File: config.mk
export PLATFORM = sky130hd
export DESIGN_NAME = fpga_rx_com
export DESIGN_NICKNAME = d
export VERILOG_FILES = /design/src/rtl/fpga_rx_com.sv
export SDC_FILE = /design/constraint.sdc
export NUM_CORES = 1
export LEC_CHECK = 0
export BUFFER_PORTS_ARGS = -buffer_cell sky130_fd_sc_hd__buf_2
export CAP_MARGIN = 20
export CORE_MARGIN = 5
export CORE_UTILIZATION = 61
export CTS_BUF_LIST = sky130_fd_sc_hd__clkbuf_8
export DETAILED_ROUTE_END_ITERATION = 8
export PLACE_DENSITY = 0.79
export SYNTH_ARGS = -nofsm -noshare
export SYNTH_HDL_FRONTEND = slang
export SYNTH_SLANG_ARGS = --single-unit
File: constraint.sdc
create_clock -name clk -period 2.3 [get_ports clk]
set_input_delay 0.46 -clock clk [delete_from_list [all_inputs] [get_ports clk]]
set_output_delay 0.46 -clock clk [all_outputs]
set_load 0.05 [all_outputs]
File: src/rtl/fpga_rx_com.sv
// Slave-side receiver for the 3-word serial link: rebuilds three MSB-first words
// from a strobe-paced data line, with a strobe-gap timeout so a stalled link cannot hang it.
module fpga_rx_com #(
    parameter int unsigned WORD_W  = 4,
    parameter int unsigned TIMEOUT = 1000
) (
    input  logic              clk,
    input  logic              reset,
    input  logic              start_rx,
    input  logic              sync_rx,
    input  logic              rx,
    output logic [WORD_W-1:0] word1,
    output logic [WORD_W-1:0] word2,
    output logic [WORD_W-1:0] word3,
    output logic              valid_rx,
    output logic              busy_rx,
    output logic              err_rx
);

    localparam int unsigned CNT_W = $clog2(WORD_W) + 1;
    localparam int unsigned GAP_W = 16;

    typedef enum logic [2:0] {IDLE, ARM, RX_1, RX_2, RX_3, DONE} state_t;

    state_t             state_q, state_d;
    logic [CNT_W-1:0]   bit_q, bit_d;
    logic [GAP_W-1:0]   gap_q, gap_d;
    logic [WORD_W-1:0]  sh1_q, sh1_d;
    logic [WORD_W-1:0]  sh2_q, sh2_d;
    logic [WORD_W-1:0]  sh3_q, sh3_d;
    logic [WORD_W-1:0]  word1_d, word2_d, word3_d;
    logic               valid_d, busy_d, err_d;
    logic               last_bit;
    logic               gap_hit;
    logic               in_rx;

    assign last_bit = (bit_q == CNT_W'(WORD_W - 1));
    assign gap_hit  = (gap_q == GAP_W'(TIMEOUT - 1));
    assign in_rx    = (state_q == ARM) || (state_q == RX_1) ||
                      (state_q == RX_2) || (state_q == RX_3);

    // Next-state, datapath and output logic
    always_comb begin
        state_d = state_q;
        bit_d   = bit_q;
        gap_d   = gap_q;
        sh1_d   = sh1_q;
        sh2_d   = sh2_q;
        sh3_d   = sh3_q;
        word1_d = word1;
        word2_d = word2;
        word3_d = word3;
        valid_d = 1'b0;
        err_d   = err_rx;

        case (state_q)
            IDLE: begin
                if (start_rx) begin
                    state_d = ARM;
                    err_d   = 1'b0;
                    gap_d   = '0;
                    bit_d   = '0;
                end
            end
            ARM: begin
                if (sync_rx) begin
                    state_d = RX_1;
                    bit_d   = '0;
                    gap_d   = '0;
                end
            end
            RX_1, RX_2, RX_3: begin
                if (sync_rx) begin
                    gap_d = '0;
                    if (state_q == RX_1)      sh1_d = {sh1_q[WORD_W-2:0], rx};
                    else if (state_q == RX_2) sh2_d = {sh2_q[WORD_W-2:0], rx};
                    else                      sh3_d = {sh3_q[WORD_W-2:0], rx};
                    if (last_bit) begin
                        bit_d = '0;
                        if (state_q == RX_1)      state_d = RX_2;
                        else if (state_q == RX_2) state_d = RX_3;
                        else begin
                            // Final bit goes straight to word3 so words and valid_rx align in DONE
                            state_d = DONE;
                            word1_d = sh1_q;
                            word2_d = sh2_q;
                            word3_d = {sh3_q[WORD_W-2:0], rx};
                            valid_d = 1'b1;
                        end
                    end else begin
                        bit_d = bit_q + CNT_W'(1);
                    end
                end
            end
            DONE:    state_d = IDLE;
            default: state_d = IDLE;
        endcase

        // Strobe-gap timeout: abort the frame, keep the last good words
        if (in_rx && !sync_rx) begin
            if (gap_hit) begin
                state_d = IDLE;
                err_d   = 1'b1;
                bit_d   = '0;
                gap_d   = '0;
                sh1_d   = '0;
                sh2_d   = '0;
                sh3_d   = '0;
            end else if (gap_q != '1) begin
                gap_d = gap_q + GAP_W'(1);
            end
        end

        busy_d = (state_d != IDLE);
    end

    always_ff @(posedge clk or negedge reset) begin
        if (!reset) begin
            state_q  <= IDLE;
            bit_q    <= '0;
            gap_q    <= '0;
            sh1_q    <= '0;
            sh2_q    <= '0;
            sh3_q    <= '0;
            word1    <= '0;
            word2    <= '0;
            word3    <= '0;
            valid_rx <= 1'b0;
            busy_rx  <= 1'b0;
            err_rx   <= 1'b0;
        end else begin
            state_q  <= state_d;
            bit_q    <= bit_d;
            gap_q    <= gap_d;
            sh1_q    <= sh1_d;
            sh2_q    <= sh2_d;
            sh3_q    <= sh3_d;
            word1    <= word1_d;
            word2    <= word2_d;
            word3    <= word3_d;
            valid_rx <= valid_d;
            busy_rx  <= busy_d;
            err_rx   <= err_d;
        end
    end

endmodule

## Word level (Yosys, flattened, before mapping)

Cells that the tools add are included.

- Register bits after elaboration: 49
- Input bits: 5
- Output and inout bits: 15
- Logic and storage cells: 81

- Add/subtract/negate cells: 2
- Eq/ne operators: 7
- Muxes and demuxes: 48
- Bitwise operators: 2
- Reductions and logical operators: 10

Operators with widths:

| operator | number |
|---|---|
| $mux 16 | 5 |
| $mux 4 | 17 |
| $mux 3 | 13 |
| $pmux 16 s2 | 1 |
| $pmux 3 s3 | 2 |
| $add 16x1->16 const B | 1 |
| $eq 16x10->1 const B | 1 |
| $ne 16x16->1 const B | 1 |
| $mux 1 | 10 |
| $eq 3x2->1 const B | 3 |
| $reduce_and 5->1 | 1 |
| $reduce_or 4->1 | 1 |
| $add 3x1->3 const B | 1 |
| $eq 3x1->1 const B | 1 |
| $eq 3x3->1 const B | 1 |
| $logic_not 3->1 | 1 |
| $logic_or 1x1->1 | 3 |
| $reduce_bool 3->1 | 1 |
| $reduce_or 3->1 | 1 |
| $not 1->1 | 2 |
| $logic_and 1x1->1 | 1 |
| $logic_not 1->1 | 1 |

## Depth between registers and ports, before layout

Gate-level depths: netlist of the first run.

- Depth after elaboration: 9
- Depth in mapped cells: 7
- Mapped depth without buffers: 6

## Worst setup path after synthesis of the first run

No wires, ideal clock.

- Path kind: register to register
- From: reg gap_q[0]
- To: reg gap_q[13]
- Setup time: 121 ps
- Arrival time: 1590 ps
- Required time: 2179 ps
- Path slack: 590 ps
- Stages on the path, launching flop included: 7
- Path buffers: 0
- Period minus slack after synthesis: 1710 ps
- Cell sequence: dfrtp_1 -> ha_1 -> and4_1 -> nand4_2 -> and2_1 -> a21o_1 -> a22o_1

- Cells in the longest elaborated chain, start to end: 4
- Elaborated cells on any way between the ends: 6
- Those cells by class: 1 x add/sub; 2 x eq/ne; 3 x mux

Ends and longest elaborated chain:

| element | line | source |
|---|---|---|
| start: declaration | 27 | `logic [GAP_W-1:0] gap_q, gap_d;` |
| start signal: assignment | 134 | `gap_q <= gap_d;` |
| $add 16x1->16 / $ne 16x16->1 (equally long branches) | 110, 109 |  |
| $mux 16 | 109 | `end else if (gap_q != '1) begin` |
| $mux 16 (*) | 101 | `if (gap_hit) begin` |
| $mux 16 (*) | 100 | `if (in_rx && !sync_rx) begin` |
| named net gap_d[13] | 27 |  |

The timed path passes the listed nets; every way through them passes the cells marked *.
A chain may end at the register's enable or synchronous reset.

## Worst setup path after layout of the first run

- From: reg state_q[0]
- To: reg gap_q[8]

- Cells in the longest elaborated chain, start to end: 6
- Elaborated cells on any way between the ends: 14
- Those cells by class: 4 x eq/ne; 4 x mux; 6 x reduce/logical

Ends and longest elaborated chain:

| element | line | source |
|---|---|---|
| start: declaration | 25 | `state_t state_q, state_d;` |
| start signal: assignment | 132 | `state_q <= state_d;` |
| $eq 3x1->1 (tied with other cells) | 39, 56 |  |
| $reduce_or 4->1 (no line) / $logic_or 1x1->1 (equally long branches) | n/a |  |
| $pmux 16 s2 / $logic_or 1x1->1 (equally long branches) | 56, 39 |  |
| $mux 16 / $logic_or 1x1->1 (equally long branches) | 109, 40 |  |
| $mux 16 / $logic_and 1x1->1 (equally long branches) | 101, 100 |  |
| $mux 16 (*) | 100 |  |
| named net gap_d[8] | 27 |  |

Marks and branches as above.

==> metrics.csv, run 1 <==
metric;value;unit
final.setup.tns;0;ps
worstSkewPairLatency;290;ps
clk_pin_slew;80;ps
required;2510;ps
synth_cells;244;
cts_root_buffer;clkbuf_8;
routed_via_density;5.74;
crit_type;reg -> reg;
fin_skew;7.20;ps
gp_congestion;0.863;
critPathMaxStageDelay;500;ps
fmax;513;MHz
postCtsSetupBuffers;0;
grt_pass1_vias;1801;
fin_nets;271;
grt_overflow;0;
final_layout_size_suffix_gt1_frac;0.167;
synthFlopType;dfrtp_1;
io_buffers;19;
syn_area;2370;sq um
wl;4520;microns
post-route-period-util;0.847;
h-tree-depth;2;
cap_violations;0;
cp_num_buf_inv;0;
syn_area_per_cell;9.72;sq um
cts_buffer_depth;2;
ir_worst_vdd;0.553;mV
synth_seq_cells;48;
path_cells;o21a_1 -> or3_1 -> nor3_4 -> a31oi_1 -> a311oi_2;
die_h;72.3;microns
start_util;0.638;
drtPass1Iterations;4;
slew_violations;0;
syn2layout_area_growth;8.65;%
layout_common_cells;48 x nand2_1, 48 x dfrtp_1, 35 x nor2_1, 19 x buf_2, 12 x mux2i_1;
hpwl;3120;microns
post_cts_resized;0;
cts_tree;built;
crit_arrival;2150;ps
synth.distinct_cells;47;
cpLargestDelayFamily;simple AND/OR/NAND/NOR gates;
hold_viol;0;
drc;0;
p_total;2190;uW
drtIter0Drc;109;
p_leak;0.00134;uW
slew_headroom;0.605;
critPathCaptureType;flop;
io_pins;20;
die_w;72.3;microns
grt_pass1_wl;8230;microns
die_area;5230;sq um
hold_slack;252;ps
p_per_area;849;nW/um^2
n_fill_cell;289;
slowest_stage;dfrtp_1;
seq_area_frac_synth;0.507;
postCtsHoldBufs;0;
numCtsBuffers;5;
finalSetupViolCount;0;
vias;1791;
final_cells;312;
synth_edf_count;0;
grt_max_degree;49;
wl_per_cell;14.5;microns
critPathMaxFanout;11;
yosysWarnings;0;
synthArstFlopShare;1.00;
cts_sinks;48;
num_rows;22;
placed_cells;305;
utilization;0.693;
rsz0062_at_grt;false;
critPathLaunchType;flop;
grt_usage;0.199;
num_antenna_cells;0;
antenna_left;0;
worstHoldPathType;in -> async;
tightest_slew;593;ps
coreArea;3720;sq um
period_needed;1950;ps
run_status;finished clean;
antenna_found_initial;0;
synth_nets;251;
-- path summary, 6_finish.rpt --
path / end / depth (start not counted) / slack [ps] / startpoint
worst max-delay path: gap_q[8]$_DFF_PN0_ / 5 / 350 / state_q[0]$_DFF_PN0_
min in group clk: word3[0]$_DFFE_PN0P_ / 3 / 420 / rx
max in group asynchronous: gap_q[7]$_DFF_PN0_ / 2 / 1650 / reset
worst min register to register: word2[1]$_DFFE_PN0P_ / 2 / 480 / word2[1]$_DFFE_PN0P_
worst min-delay path: word3[1]$_DFFE_PN0P_ / 2 / 250 / reset
worst max register to register: gap_q[8]$_DFF_PN0_ / 5 / 350 / state_q[0]$_DFF_PN0_
-- worst reg2reg max path: stages, from the launching register on --
cell	delay, ps
dfrtp_1	500
o21a_1	270
or3_1	500
nor3_4	270
a31oi_1	130
a311oi_2	190
-- synthesized netlist by cell type, types with 2 or more instances --
cell,number,share of area
nand3_1,11,0.023
a31oi_1,3,0.0079
nand2_1,48,0.076
clkbuf_8,2,0.012
nor2b_1,2,0.0053
clkbuf_1,3,0.0047
and3_1,4,0.011
nand4_1,6,0.016
dfrtp_1,48,0.51
and4_1,5,0.018
a21oi_1,9,0.019
buf_2,3,0.0063
mux2i_1,12,0.051
o21ai_0,3,0.0063
nor3_1,3,0.0063
nor3_2,2,0.0084
xor2_1,9,0.033
nor3b_1,2,0.0063
ha_1,2,0.011
buf_6,2,0.0095
nand4_2,2,0.011
inv_1,2,0.0032
nor4_1,2,0.0053
nor2_1,35,0.055
or3_1,2,0.0053
-- where the power goes --
| part | switching, uW | internal, uW | total (uW) |
|---|---|---|---|
| sequential | 143 | 983 | 1130 |
| clock | 259 | 268 | 527 |
| combinational | 327 | 209 | 535 |
| total | 728 | 1460 | 2190 |
-- logic make-up after synthesis --
| family | after synthesis | share of synthesized area |
|---|---|---|
| multiplexers | 12 | 0.0507 |
| adder cells (fa/ha/maj) | 2 | 0.0106 |
| XOR/XNOR | 9 | 0.0332 |
| buffers and inverters | 13 | 0.0385 |
| flip-flops | 48 | 0.507 |
| AND/OR/NAND/NOR | 133 | 0.282 |
| AO/OA/AOI/OAI | 27 | 0.0786 |
-- registers in the layout (all words and copies together), names as in the netlist --
name / count
sh2_q: 4
err_rx: 1
busy_rx: 1
bit_q: 3
word3: 4
sh1_q: 4
gap_q: 16
sh3_q: 3
word2: 4
word1: 4
valid_rx: 1
state_q: 3
-- stage by stage --
step | area, sq um | setup WS, ps
floorplan | 2370 | 590
global placement | 2480 | 436
detailed placement | 2480 | 377
CTS | 2580 | 360
global route | 2580 | 209
finish | 2580 | 353
-- layout make-up --
class / count / area (sq um) / area share
Clock buffer: 7 / 96.3 / 0.0374
Timing Repair Buffer: 24 / 133 / 0.0515
Multi-Input combinational cell: 183 / 1080 / 0.419
Tap cell: 48 / 60.1 / 0.0233
Sequential cell: 48 / 1200 / 0.466
Inverter: 2 / 7.51 / 0.00291
-- layer usage --
metal	wire, microns	up-vias	global-route usage
li1	-	881	-
met1	2220	862	0.284
met2	2070	46	0.294
met3	207	2	0.0526
met4	27	0	0.0668
met5	0	-	0
(Power assumes the default switching activity.)
==> run 2: changes to the inputs <==
==> constraint.sdc (replaced) <==
create_clock -name clk -period 1.9 [get_ports clk]
set_input_delay 0.38 -clock clk [delete_from_list [all_inputs] [get_ports clk]]
set_output_delay 0.38 -clock clk [all_outputs]
set_load 0.05 [all_outputs]
==> metrics.csv, run 2 (synthesized netlist as in run 1, its figures left out) <==
metric;value;unit;change
die_w;72.3;microns;unchanged
grt_pass1_vias;1787;;-0.78%
coreArea;3720;sq um;unchanged
largest_register;gap_q;;
io_pins;20;;unchanged
grt_pass1_wl;8290;microns;+0.75%
h-tree-depth;2;;unchanged
cpLargestDelayFamily;simple AND/OR/NAND/NOR gates;;
worstSkewPairLatency;310;ps;+20 ps
grt_max_degree;49;;unchanged
grt_usage;0.204;;+0.00460
wl_per_cell;14.7;microns;+1.4%
drtPass1Iterations;4;;unchanged
hold_viol;0;;unchanged
clockPowerShare;0.267;;+0.026
syn2layout_area_growth;13.8;%;
fmax;558;MHz;+8.7%
clk_pin_slew;90;ps;about the same
path_cells;ha_1 -> and4_1 -> nand4_2 -> buf_4 -> nor2_4 -> buf_12 -> nor2_1;;
critPathMaxStageDelay;410;ps;-90 ps
utilization;0.726;;+0.0330
final.setup.tns;0;ps;unchanged
cap_violations;0;;unchanged
seqPwrFrac;0.465;;-0.050
critPathMaxFanout;12;;+1
vias;1821;;+1.7%
start_util;0.638;;unchanged
post-route-period-util;0.943;;+0.0962
p_comb_frac;0.268;;+0.023
slew_headroom;0.613;;+0.00864
critPathLaunchType;flop;;
gp_congestion;0.953;;+10%
power.switching;950;uW;+30%
switching_share;0.334;;+0.00136
fin_skew;6.93;ps;-0.275 ps
slew_violations;0;;unchanged
fin_nets;282;;+4.1%
numCtsBuffers;5;;unchanged
wl;4760;microns;+5.3%
cp_num_buf_inv;2;;+2
antenna_found_initial;0;;unchanged
crit_type;reg -> reg;;
p_leak;0.00141;uW;+5.2%
die_h;72.3;microns;unchanged
rsz0062_at_grt;false;;
die_area;5230;sq um;unchanged
largest_reg_flops;16;;unchanged
worstHoldPathType;in -> async;;
grt_overflow;0;;unchanged
critPathCaptureType;flop;;
hpwl;3280;microns;+4.9%
slowest_stage;dfrtp_1;;
drc;0;;unchanged
run_status;finished clean;;
required;2100;ps;-410 ps
crit_arrival;1990;ps;-160 ps
period_needed;1790;ps;-156 ps
cts_root_buffer;clkbuf_8;;
drtIter0Drc;160;;+47%
final_layout_size_suffix_gt1_frac;0.203;;+0.0362
num_antenna_cells;0;;unchanged
finalSetupViolCount;0;;unchanged
cts_buffer_depth;2;;unchanged
intPower;1890;uW;+30%
num_rows;22;;unchanged
cts_sinks;48;;unchanged
cts_tree;built;;
routed_via_density;5.62;;-2.1%
tightest_slew;580;ps;-13.0 ps
postCtsHoldBufs;0;;unchanged
layout_common_cells;48 x nand2_1, 48 x dfrtp_1, 35 x nor2_1, 19 x buf_2, 15 x buf_4;;
p_per_area;1050;nW/um^2;+24%
antenna_left;0;;unchanged
ir_worst_vdd;0.939;mV;+70%
io_buffers;19;;unchanged
-- run 2: changes by cell type in the layout (fill, tap and decap cells not counted) --
| cell | before | now |
|---|---|---|
| inv_6 | 0 | 1 |
| clkinvlp_4 | 0 | 1 |
| nand4_2 | 2 | 1 |
| clkbuf_8 | 7 | 5 |
| nand4_4 | 0 | 1 |
| buf_12 | 0 | 1 |
| bufinv_16 | 0 | 1 |
| buf_4 | 5 | 15 |
-- run 2: layout make-up --
cell class	count	area, sq um
multi-input combinational	183	1090
clock buffer	5	68.8
inverter	2	7.51
clock inverter	3	46.3
tap	48	60.1
fill	267	1020
sequential	48	1200
timing repair buffer	35	228
-- run 2: power groups by stage --
stage                     logic [uW]  registers (uW)  clock network, uW
final                            761            1320                760
after global routing             858            1340                821
after CTS                        750            1320                779
after detailed placement         745            1340                  0
after global placement           723            1330                  0
after floorplan                  542            1360                  0
-- run 2: metrics by stage --
stage	setup slack [ps]	hold slack (ps)	power [uW]	cells	area (sq um)
finish	109	153	2840	324	2700
global route	2.16	196	3020	324	2700
CTS	111	163	2850	323	2680
detailed placement	131	457	2080	315	2570
global placement	171	453	2050	315	2570
floorplan	190	84.4	1900	244	2370
-- run 2: per-layer routing --
metal / track usage / vias to the layer above / share of wire
met2: 0.293 / 47 / 0.45
li1: - / 906 / -
met5: 0 / - / 0
met3: 0.0568 / 9 / 0.044
met4: 0.0647 / 0 / 0.013
met1: 0.298 / 859 / 0.49
-- run 2: path summary, 6_finish.rpt --
path	startpoint	endpoint	slack, ps	cells after the start
hold reg to reg	word2[0]$_DFFE_PN0P_	word2[0]$_DFFE_PN0P_	480	2
hold / removal	reset	word3[0]$_DFFE_PN0P_	150	2
min in group clk	rx	word3[0]$_DFFE_PN0P_	320	3
setup / recovery	gap_q[0]$_DFF_PN0_	sh1_q[2]$_DFF_PN0_	110	7
setup reg to reg	gap_q[0]$_DFF_PN0_	sh1_q[2]$_DFF_PN0_	110	7
max in group asynchronous	reset	gap_q[7]$_DFF_PN0_	1360	2
-- run 2: timing repair --
| action | in CTS | in global routing |
|---|---|---|
| endpoints found under the setup margin | 0 | 2 |
| setup buffers | 0 | 1 |
| gates resized for setup | 0 | 1 |
